<file path="src/rtl/ucd_cfg_master_if.sv">
// ----------------------------------------------------------------------------
// ucd_cfg_master_if
// Bus bundle between the configuration master and the 8-bit up/down counter
// peripheral.
//   ncs_out       chip select, active low            (master -> counter)
//   nwr_out       write strobe, active low           (master -> counter)
//   nrd_out       read strobe, active low            (master -> counter)
//   a1_out/a0_out register address                   (master -> counter)
//   bus_dout_out  write data                         (master -> bus resolver)
//   bus_oe_out    write-data drive enable            (master -> bus resolver)
//   start_out     single-clock counter start pulse   (master -> counter)
//   bus_din_in    resolved data bus value            (bus resolver -> master)
//   err_in        counter error flag                 (counter -> master)
//   ec_in         counter end-of-cycle flag          (counter -> master)
// ----------------------------------------------------------------------------
interface ucd_cfg_master_if;
    logic       ncs_out;
    logic       nwr_out;
    logic       nrd_out;
    logic       a1_out;
    logic       a0_out;
    logic [7:0] bus_dout_out;
    logic       bus_oe_out;
    logic       start_out;
    logic [7:0] bus_din_in;
    logic       err_in;
    logic       ec_in;

    modport master (
        output ncs_out, nwr_out, nrd_out, a1_out, a0_out,
               bus_dout_out, bus_oe_out, start_out,
        input  bus_din_in, err_in, ec_in
    );

    modport slave (
        input  ncs_out, nwr_out, nrd_out, a1_out, a0_out,
               bus_dout_out, bus_oe_out, start_out,
        output bus_din_in, err_in, ec_in
    );
endinterface

</file>
<file path="src/rtl/ucd_cfg_master.sv">
// ----------------------------------------------------------------------------
// ucd_cfg_master
// Host-side sequencer for the 8-bit up/down counter peripheral. Accepts one
// configuration request, checks it, writes PLR/ULR/LLR/CCR, reads them back
// and compares, pulses start, then supervises the run until end-of-cycle,
// error or timeout and reports a status code.
//   clk_in, reset_in          clock, synchronous active-high reset
//   req_in                    request (only honoured in IDLE)
//   plr_in/ulr_in/llr_in/ccr_in  configuration captured on accept
//   busy_out                  high from accept until DONE exits
//   done_out                  one-cycle completion pulse
//   status_out                00 ok, 01 readback mismatch, 10 error, 11 timeout
//   mism_addr_out             first mismatching register address
//   bus                       counter bus (ucd_cfg_master_if.master)
// All outputs are registered: each is computed from the next state.
// ----------------------------------------------------------------------------
module ucd_cfg_master #(
    parameter int STROBE_CYCLES  = 1,
    parameter int TIMEOUT_CYCLES = 4096
) (
    input  logic       clk_in,
    input  logic       reset_in,
    input  logic       req_in,
    input  logic [7:0] plr_in,
    input  logic [7:0] ulr_in,
    input  logic [7:0] llr_in,
    input  logic [7:0] ccr_in,
    output logic       busy_out,
    output logic       done_out,
    output logic [1:0] status_out,
    output logic [1:0] mism_addr_out,
    ucd_cfg_master_if.master bus
);

    localparam int SW = $clog2(STROBE_CYCLES + 2);
    localparam int TW = $clog2(TIMEOUT_CYCLES + 1);

    typedef enum logic [3:0] {
        S_IDLE, S_CHECK, S_WR_SETUP, S_WR_STROBE, S_WR_HOLD,
        S_RD_STROBE, S_RD_CMP, S_CHK_ERR, S_START, S_RUN, S_DONE
    } state_t;

    state_t        r_state, w_next;
    logic [1:0]    r_idx, w_idx_nx;
    logic [SW-1:0] r_scnt, w_scnt_nx;
    logic [TW-1:0] r_tcnt, w_tcnt_nx;
    logic [7:0]    r_val [4];
    logic [7:0]    r_sample;
    logic [1:0]    w_status_nx, w_mism_nx;
    logic          w_accept;
    logic          w_cfg_bad;
    logic          w_sel_nx, w_wr_nx, w_rd_nx;

    // r_val index: 0 PLR, 1 ULR, 2 LLR, 3 CCR (matches the register map)
    assign w_cfg_bad = (r_val[2] > r_val[1]) || (r_val[0] < r_val[2]) ||
                       (r_val[0] > r_val[1]);

    always_ff @(posedge clk_in) begin
        if (reset_in) begin
            r_state <= S_IDLE;
            r_idx   <= 2'd0;
            r_scnt  <= '0;
            r_tcnt  <= '0;
        end else begin
            r_state <= w_next;
            r_idx   <= w_idx_nx;
            r_scnt  <= w_scnt_nx;
            r_tcnt  <= w_tcnt_nx;
        end
    end

    // Strobe counter restarts at zero whenever a strobe state is entered,
    // so it only advances while staying in WR_STROBE / RD_STROBE.
    always_comb begin
        w_next      = r_state;
        w_idx_nx    = r_idx;
        w_scnt_nx   = '0;
        w_tcnt_nx   = r_tcnt;
        w_status_nx = status_out;
        w_mism_nx   = mism_addr_out;
        w_accept    = 1'b0;
        unique case (r_state)
            S_IDLE: begin
                if (req_in) begin
                    w_accept    = 1'b1;
                    w_status_nx = 2'b00;
                    w_mism_nx   = 2'b00;
                    w_next      = S_CHECK;
                end
            end
            S_CHECK: begin
                if (w_cfg_bad) begin
                    w_status_nx = 2'b10;
                    w_next      = S_DONE;
                end else begin
                    w_idx_nx = 2'd0;
                    w_next   = S_WR_SETUP;
                end
            end
            S_WR_SETUP: w_next = S_WR_STROBE;
            S_WR_STROBE: begin
                if (r_scnt == SW'(STROBE_CYCLES - 1)) w_next = S_WR_HOLD;
                else                                   w_scnt_nx = r_scnt + 1'b1;
            end
            S_WR_HOLD: begin
                if (r_idx != 2'd3) begin
                    w_idx_nx = r_idx + 2'd1;
                    w_next   = S_WR_SETUP;
                end else begin
                    w_idx_nx = 2'd0;
                    w_next   = S_RD_STROBE;
                end
            end
            S_RD_STROBE: begin
                // One cycle longer than the write strobe to cover bus turnaround
                if (r_scnt == SW'(STROBE_CYCLES)) w_next = S_RD_CMP;
                else                               w_scnt_nx = r_scnt + 1'b1;
            end
            S_RD_CMP: begin
                if (r_sample != r_val[r_idx]) begin
                    w_status_nx = 2'b01;
                    w_mism_nx   = r_idx;
                    w_next      = S_DONE;
                end else if (r_idx != 2'd3) begin
                    w_idx_nx = r_idx + 2'd1;
                    w_next   = S_RD_STROBE;
                end else begin
                    w_next = S_CHK_ERR;
                end
            end
            S_CHK_ERR: begin
                if (bus.err_in) begin
                    w_status_nx = 2'b10;
                    w_next      = S_DONE;
                end else begin
                    w_next = S_START;
                end
            end
            S_START: begin
                w_tcnt_nx = '0;
                w_next    = S_RUN;
            end
            S_RUN: begin
                // ec_in outranks err_in, which outranks timeout
                if (bus.ec_in) begin
                    w_status_nx = 2'b00;
                    w_next      = S_DONE;
                end else if (bus.err_in) begin
                    w_status_nx = 2'b10;
                    w_next      = S_DONE;
                end else if (r_tcnt == TW'(TIMEOUT_CYCLES - 1)) begin
                    w_status_nx = 2'b11;
                    w_next      = S_DONE;
                end else begin
                    w_tcnt_nx = r_tcnt + 1'b1;
                end
            end
            S_DONE:  w_next = S_IDLE;
            default: w_next = S_IDLE;
        endcase
    end

    assign w_sel_nx = (w_next inside {S_WR_SETUP, S_WR_STROBE, S_WR_HOLD,
                                      S_RD_STROBE, S_RD_CMP, S_CHK_ERR,
                                      S_START, S_RUN});
    assign w_wr_nx  = (w_next inside {S_WR_SETUP, S_WR_STROBE, S_WR_HOLD});
    assign w_rd_nx  = (w_next == S_RD_STROBE);

    always_ff @(posedge clk_in) begin
        if (reset_in) begin
            bus.ncs_out      <= 1'b1;
            bus.nwr_out      <= 1'b1;
            bus.nrd_out      <= 1'b1;
            bus.a1_out       <= 1'b0;
            bus.a0_out       <= 1'b0;
            bus.bus_dout_out <= 8'h00;
            bus.bus_oe_out   <= 1'b0;
            bus.start_out    <= 1'b0;
            busy_out         <= 1'b0;
            done_out         <= 1'b0;
            status_out       <= 2'b00;
            mism_addr_out    <= 2'b00;
        end else begin
            bus.ncs_out      <= ~w_sel_nx;
            bus.nwr_out      <= ~(w_next == S_WR_STROBE);
            bus.nrd_out      <= ~w_rd_nx;
            {bus.a1_out, bus.a0_out} <= (w_wr_nx || w_rd_nx) ? w_idx_nx : 2'b00;
            bus.bus_dout_out <= w_wr_nx ? r_val[w_idx_nx] : 8'h00;
            bus.bus_oe_out   <= w_wr_nx;
            bus.start_out    <= (w_next == S_START);
            busy_out         <= (w_next != S_IDLE);
            done_out         <= (w_next == S_DONE);
            status_out       <= w_status_nx;
            mism_addr_out    <= w_mism_nx;
        end
    end

    // Configuration and readback sample are plain data: no reset needed.
    // The sample is refreshed every RD_STROBE cycle, so it holds the value
    // present at the final edge of the strobe.
    always_ff @(posedge clk_in) begin
        if (w_accept) begin
            r_val[0] <= plr_in;
            r_val[1] <= ulr_in;
            r_val[2] <= llr_in;
            r_val[3] <= ccr_in;
        end
        if (r_state == S_RD_STROBE) r_sample <= bus.bus_din_in;
    end

endmodule

</file>
<file path="src/flat_wrapper.sv">
// flat-port wrapper written by rule: the top's interface ports become plain ports
module ucd_cfg_master_flat 
#(
    parameter int STROBE_CYCLES  = 1,
    parameter int TIMEOUT_CYCLES = 4096
)
  (clk_in, reset_in, req_in, plr_in, ulr_in, llr_in, ccr_in, busy_out, done_out, status_out, mism_addr_out, bus_ncs_out, bus_nwr_out, bus_nrd_out, bus_a1_out, bus_a0_out, bus_bus_dout_out, bus_bus_oe_out, bus_start_out, bus_bus_din_in, bus_err_in, bus_ec_in);
  ucd_cfg_master_if bus_i ();
  input  logic clk_in;
  input  logic reset_in;
  input  logic req_in;
  input  logic [7:0] plr_in;
  input  logic [7:0] ulr_in;
  input  logic [7:0] llr_in;
  input  logic [7:0] ccr_in;
  output logic busy_out;
  output logic done_out;
  output logic [1:0] status_out;
  output logic [1:0] mism_addr_out;
  output wire logic [$bits(bus_i.ncs_out)-1:0] bus_ncs_out;
  output wire logic [$bits(bus_i.nwr_out)-1:0] bus_nwr_out;
  output wire logic [$bits(bus_i.nrd_out)-1:0] bus_nrd_out;
  output wire logic [$bits(bus_i.a1_out)-1:0] bus_a1_out;
  output wire logic [$bits(bus_i.a0_out)-1:0] bus_a0_out;
  output wire logic [$bits(bus_i.bus_dout_out)-1:0] bus_bus_dout_out;
  output wire logic [$bits(bus_i.bus_oe_out)-1:0] bus_bus_oe_out;
  output wire logic [$bits(bus_i.start_out)-1:0] bus_start_out;
  input wire logic [$bits(bus_i.bus_din_in)-1:0] bus_bus_din_in;
  input wire logic [$bits(bus_i.err_in)-1:0] bus_err_in;
  input wire logic [$bits(bus_i.ec_in)-1:0] bus_ec_in;
  assign bus_ncs_out = bus_i.ncs_out;
  assign bus_nwr_out = bus_i.nwr_out;
  assign bus_nrd_out = bus_i.nrd_out;
  assign bus_a1_out = bus_i.a1_out;
  assign bus_a0_out = bus_i.a0_out;
  assign bus_bus_dout_out = bus_i.bus_dout_out;
  assign bus_bus_oe_out = bus_i.bus_oe_out;
  assign bus_start_out = bus_i.start_out;
  assign bus_i.bus_din_in = bus_bus_din_in;
  assign bus_i.err_in = bus_err_in;
  assign bus_i.ec_in = bus_ec_in;
  ucd_cfg_master #(.STROBE_CYCLES(STROBE_CYCLES), .TIMEOUT_CYCLES(TIMEOUT_CYCLES)) u_core (.clk_in(clk_in), .reset_in(reset_in), .req_in(req_in), .plr_in(plr_in), .ulr_in(ulr_in), .llr_in(llr_in), .ccr_in(ccr_in), .busy_out(busy_out), .done_out(done_out), .status_out(status_out), .mism_addr_out(mism_addr_out), .bus(bus_i));
endmodule
</file>
<file path="config.mk">
export PLATFORM = sky130hd
export DESIGN_NAME = ucd_cfg_master_flat
export DESIGN_NICKNAME = d
export VERILOG_FILES = /design/src/rtl/ucd_cfg_master_if.sv /design/src/rtl/ucd_cfg_master.sv /design/src/flat_wrapper.sv
export SDC_FILE = /design/constraint.sdc
export NUM_CORES = 1
export LEC_CHECK = 0
export CAP_MARGIN = 30
export CORE_MARGIN = 10
export CORE_UTILIZATION = 40
export CTS_CLUSTER_SIZE = 12
export DETAILED_ROUTE_END_ITERATION = 8
export GPL_TIMING_DRIVEN = 0
export MAX_ROUTING_LAYER = met4
export SYNTH_ARGS = -nofsm -noshare
export SYNTH_HDL_FRONTEND = slang
export SYNTH_SLANG_ARGS = --single-unit
</file>
<file path="constraint.sdc">
create_clock -name clk_in -period 3.1 [get_ports clk_in]
set_input_delay 0.775 -clock clk_in [delete_from_list [all_inputs] [get_ports clk_in]]
set_output_delay 0.775 -clock clk_in [all_outputs]
set_load 0.01 [all_outputs]
</file>
After elaboration in Yosys (flattened, before gate mapping)
Memory sizes are Yosys's and may differ from the RTL's. A register that Yosys moved wholly into a read port is not among the register bits.
Cells that the tools add are included.
Widths: inputs -> output; s select.
{"block": "op_classes", "reduce_logical": 16, "n_bitwise": 5, "addsub": 3, "muxes": 39, "n_eq_ne": 30, "order_cmp": 3}
{"operator": "$pmux 4 s10", "n": 1}
{"operator": "$mux 13", "n": 3}
{"operator": "$mux 2", "n": 17}
{"operator": "$eq 4x3->1 const B", "n": 8}
{"operator": "$mux 4", "n": 8}
{"operator": "$pmux 13 s2", "n": 1}
{"operator": "$eq 4x4->1 const B", "n": 5}
{"operator": "$eq 4x2->1 const B", "n": 4}
{"operator": "$gt 8x8->1", "n": 2}
{"operator": "$add 13x1->13 const B", "n": 1}
{"operator": "$eq 13x12->1 const B", "n": 1}
{"operator": "$ne 2x2->1 const B", "n": 6}
{"operator": "$pmux 2 s5", "n": 1}
{"operator": "$lt 8x8->1", "n": 1}
{"operator": "$ne 8x8->1", "n": 1}
{"operator": "$pmux 2 s2", "n": 2}
{"operator": "$reduce_bool 8->1", "n": 1}
{"operator": "$pmux 2 s3", "n": 1}
{"operator": "$reduce_and 6->1", "n": 1}
{"operator": "$not 1->1", "n": 5}
{"operator": "$reduce_bool 5->1", "n": 1}
{"operator": "$add 2x1->2 const B", "n": 2}
{"operator": "$eq 4x1->1 const B", "n": 1}
{"operator": "$logic_not 4->1", "n": 1}
{"operator": "other kinds (13)", "n": 21}
{"block": "totals", "mem_bits_rw": 32, "out_inout_bits": 21, "in_bits": 45, "regBits": 42, "elab_cells": 113, "n_memories": 1}
{"name": "u_core.r_val", "words": 4, "width": 8, "read_ports": 5, "rd_clocked_by_memory_dff": 2, "wr": 4, "line_no": "ucd_cfg_master.sv:47", "source": "logic [7:0] r_val [4];"}

Longest topological paths before layout
An unclocked memory read counts as a cell.
{"block": "depth", "depth_word": 11, "ltp_mapped": 12, "depth_no_buf": 10}

Worst setup path before layout
Ideal clock, no wire load.
{"block": "synth_timing", "path_type": "flip-flop to flip-flop", "from": "reg u_core.r_idx[0]", "to": "reg u_core.bus.bus_dout_out[0] in the netlist's numbering, read port of u_core.r_val", "setup_time_ns": 0.081, "path_buffers": 1, "period_less_slack_ns": 2.751, "path_slack_ns": 0.349, "path_stages_with_launch": 10, "required_time_ns": 3.019, "arrival_time_ns": 2.669, "path_cell_list": "dfxtp_1 buf_6 mux4_2 xnor2_1 and4_1 a21oi_2 o211ai_1 or3_4 a221o_1 o22ai_1"}
{"block": "synth_between", "elab_chain_cells": 8, "elab_cells_between_ends": 17, "cone_classes": "add/sub (1); eq/ne (4); mux (9); bitwise (1); reduce/logical (2)"}
{"item": "from (decl)", "line_no": "ucd_cfg_master.sv:44", "source": "logic [1:0] r_idx, w_idx_nx;"}
{"item": "from (signal assigned)", "line_no": "ucd_cfg_master.sv:66", "source": "r_idx <= w_idx_nx;"}
{"item": "$ne 2x2->1", "line_no": "ucd_cfg_master.sv:106, ucd_cfg_master.sv:124"}
{"item": "$mux 2", "line_no": "ucd_cfg_master.sv:124", "source": "end else if (r_idx != 2'd3) begin"}
{"item": "$mux 4", "line_no": "ucd_cfg_master.sv:120", "source": "if (r_sample != r_val[r_idx]) begin"}
{"item": "$pmux 4 s10", "line_no": "ucd_cfg_master.sv:82", "source": "unique case (r_state)"}
{"item": "$eq 4x2->1 / $eq 4x3->1 (equally long branches)", "line_no": "ucd_cfg_master.sv:166", "source": "assign w_wr_nx = (w_next inside {S_WR_SETUP, S_WR_STROBE, S_WR_HOLD});"}
{"item": "$reduce_bool 3->1", "line_no": "ucd_cfg_master.sv:166"}
{"item": "$not 1->1 (no source line)"}
{"item": "$reduce_or 2->1 (no source line)"}
{"item": "to (decl)", "line_no": "ucd_cfg_master_if.sv:31", "source": "bus_dout_out, bus_oe_out, start_out,"}
Several ways; a longest one is shown, not always the timed one.
A chain may end at the register's enable or synchronous reset.

Worst setup path after layout
{"block": "layout_timing", "from": "reg u_core.r_idx[0]", "to": "reg u_core.bus.bus_dout_out[6] in the netlist's numbering, read port of u_core.r_val"}
Same word-level chain as after synthesis.

==> reports/qor.yml <==
yosys:
  async_flop_share: 0
  synth_commonest_cells: "42 x dfxtp_1, 40 x edfxtp_1, 35 x nor2_1, 30 x ha_1, 30 x inv_1"
  ys_ff_latch: 82
  synth_cells: 388
  yosysMostFrequentCell: "dfxtp_1"
  yosysTopAreaCellShare: 0.285
  synthTopCellsByArea: "edfxtp_1 28%, dfxtp_1 20%, ha_1 8.9%"
  synth-edff-count: 40
  ys_types: 56
  synth_fp_nets: 463
  synth_area_sq_mm: 0.00422
  synth_largest_area_cell: "edfxtp_1"
  yosys_warnings: 0
  seq_area_frac_synth: 0.484
  syn_area_per_cell_sq_um: 10.9
  synth_flop_cell: "dfxtp_1"
die:
  die_w_um: 123
  io_pins: 66
  chipHeight_um: 123
  core-area_sq_mm: 0.0103
  rows: 37
  dieArea_sq_mm: 0.0151
  start_util: 0.409
clocking:
  ctsHoldBuffers: 0
  htree_levels: 3
  clock_path_buffers: 2
  clock-root-buffer: "clkbuf_8"
  cts_tree: "done"
  cts_buffers: 9
  cts_sinks: 82
  clk_pin_slew_ns: 0.08
  clk_latency_ns: 0.35
setup_path:
  path_buf_inv: 1
  cp_cell_sequence: "buf_12 > mux4_2 > xnor2_2 > nand4_1 > nor2_2 > o221ai_4 > or3_4 > a221o_4 > o22ai_2"
  slowest_delay_ns: 0.52
  endpoint_kind: "flip-flop"
  reg2reg_depth: 9
  critPathMaxFanout: 8
  startpoint: "u_core.r_idx[0]"
  worst-path-stages: 9
  critPathKind: "reg2reg"
  start_kind: "flip-flop"
  arrival_ns: 3.35
  crit_required_ns: 3.37
  cp_slowest_cell: "mux4_2"
  critPathTopFamily: "simple AND/OR/NAND/NOR gates"
  worstReg2RegStart: "u_core.r_idx[0]"
placement:
  gp_congestion: 0.893
  dp_cells: 590
  hpwl_um: 8230
  io_buffers: 65
  dp_slack_ns: -0.457
grt:
  grt_max_degree: 28
  grt_remaining_overflow: 0
  antenna_found_initial: 0
  grt_pass1_wl_um: 17100
  grt_use_total: 0.148
  first_global_vias: 3334
sta:
  tightestPinTransition_ns: 0.674
  setup_slack_ns: 0.0144
  timing.final.crit_share: 0.995
  hold_viol_final: 0
  setup-violations-final: 0
  maxSlewHeadroom: 0.550
  min_period_ns: 3.09
  rsz0062_at_grt: "true"
  fmax_mhz: 324
  finClkSkew_ns: 0.0138
  drv_slew: 0
pwr:
  ir_worst_vdd_v: 0.000345
  p_leak_nw: 2.04
  p_per_area_mw_per_mm2: 765
cells_and_area:
  num_antenna_cells: 0
  stdcell_count: 613
  drive_gt1_frac: 0.128
  seqCellArea_sq_mm: 0.00205
  multi_input_area_sq_mm: 0.00214
  synthToLayoutAreaGrowth_pct: 30.0
  fillers: 922
  nets: 547
detailed_routing:
  wl_per_cell_um: 17.6
  dr.pass1.iters: 7
  avgViaCountPerCell: 5.31
  ant_nets: 0
  totalWireLength_um: 10800
  drtIter0Drc: 192
  drcViolationCount: 0
  num_vias: 3252
run_status:
  status: "finished clean"
worst_hold_path:
  hold_path_class: "reg2reg"
  hp-start: "u_core.mism_addr_out[0]"
  hold-path-cell-count: 2
job:
  maxCapViolations: 0
cell families (layout without fill, tap and decap cells):
group,Yosys count,count (layout),synth area share
and+or+nand+nor,112,112,0.135
DFF,82,82,0.484
AOI/OAI and AO/OA,76,76,0.123
buffers and inverters,43,132,0.0424
adders and majority gates,30,30,0.0890
muxes,24,24,0.0824
xor gates and xnor gates,21,21,0.0436
flip-flops by register name, summed over array words and instances, names as in the netlist:
name,cells
u_core.status_out,2
u_core.busy_out,1
u_core.done_out,1
u_core.r_scnt,2
u_core.r_val,32
u_core.bus.a1_out,1
u_core.bus.ncs_out,1
u_core.r_sample,8
u_core.r_idx,2
u_core.bus.a0_out,1
u_core.bus.start_out,1
u_core.r_tcnt,13
u_core.bus.nrd_out,1
u_core.bus.bus_dout_out,8
u_core.bus.bus_oe_out,1
u_core.bus.nwr_out,1
u_core.mism_addr_out,2
u_core.r_state,4
per-stage QoR:
step	util	TNS [ns]	total power [W]	hold WS, ns	instance area (sq um)
after floorplan	-	0	0.00265	0.455	4220
after global placement	0.488	-4.07	0.00319	0.459	5040
after detailed placement	0.491	-3.81	0.00326	0.465	5070
after CTS	0.520	-0.00145	0.00414	0.477	5370
after global routing	0.531	-0.920	0.00449	0.509	5490
final	0.531	0	0.00420	0.474	5490
area by class of cell:
cell class,count,share of cell area
Buffer,10,0.0121
Clock buffer,12,0.0285
Clock inverter,4,0.00867
Inverter,32,0.0219
Multi-Input combinational cell,263,0.390
Sequential cell,82,0.373
Tap cell,136,0.0310
Timing Repair Buffer,74,0.135
cells in the final DEF (no fill, tap or decap), types with 7 or more instances in the layout:
cell type and instances:
inv_1 30, a21oi_1 17, o21ai_0 9, dfxtp_1 41, nand2_1 20, clkbuf_8 9
clkbuf_1 7, nand3_1 11, xnor2_1 10, edfxtp_1 40, mux2i_1 16, nor2_1 34
clkdlybuf4s50_1 65, nand4_1 10, buf_4 10, ha_1 30
where the power goes:
part           switching, W  internal [W]  total, W  leakage (nW)
combinational      0.000949      0.000835   0.00178          1.22
clock              0.000390      0.000420  0.000811        0.0997
sequential         0.000179       0.00142   0.00160         0.716
total               0.00152       0.00268   0.00420          2.04
routing by layer:
metal / GRT usage / part of all wire
met5: - / 0
met1: 0.175 / 0.44
met2: 0.250 / 0.51
met3: 0.0340 / 0.043
met4: 0.0346 / 0.010
worst reg2reg max path, cell delays in order (launching register included):
cell	delay, ns
dfxtp_4	0.40
buf_12	0.15
mux4_2	0.52
xnor2_2	0.21
nand4_1	0.25
nor2_2	0.25
o221ai_4	0.15
or3_4	0.41
a221o_4	0.50
o22ai_2	0.17
repair_timing:
| action | CTS | global route |
|---|---|---|
| setup buffers | 1 | 7 |
| pin swaps | 7 | 15 |
| endpoints found under the setup margin | 11 | 10 |
| resized for setup | 17 | 11 |
worst paths after layout:
kind	to	slack [ns]
hold / removal	u_core.mism_addr_out[0]	0.47
setup / recovery	u_core.bus.bus_dout_out[6]	0.01
hold reg to reg	u_core.mism_addr_out[0]	0.47
setup reg to reg	u_core.bus.bus_dout_out[6]	0.01
(Power assumes the default switching activity.)
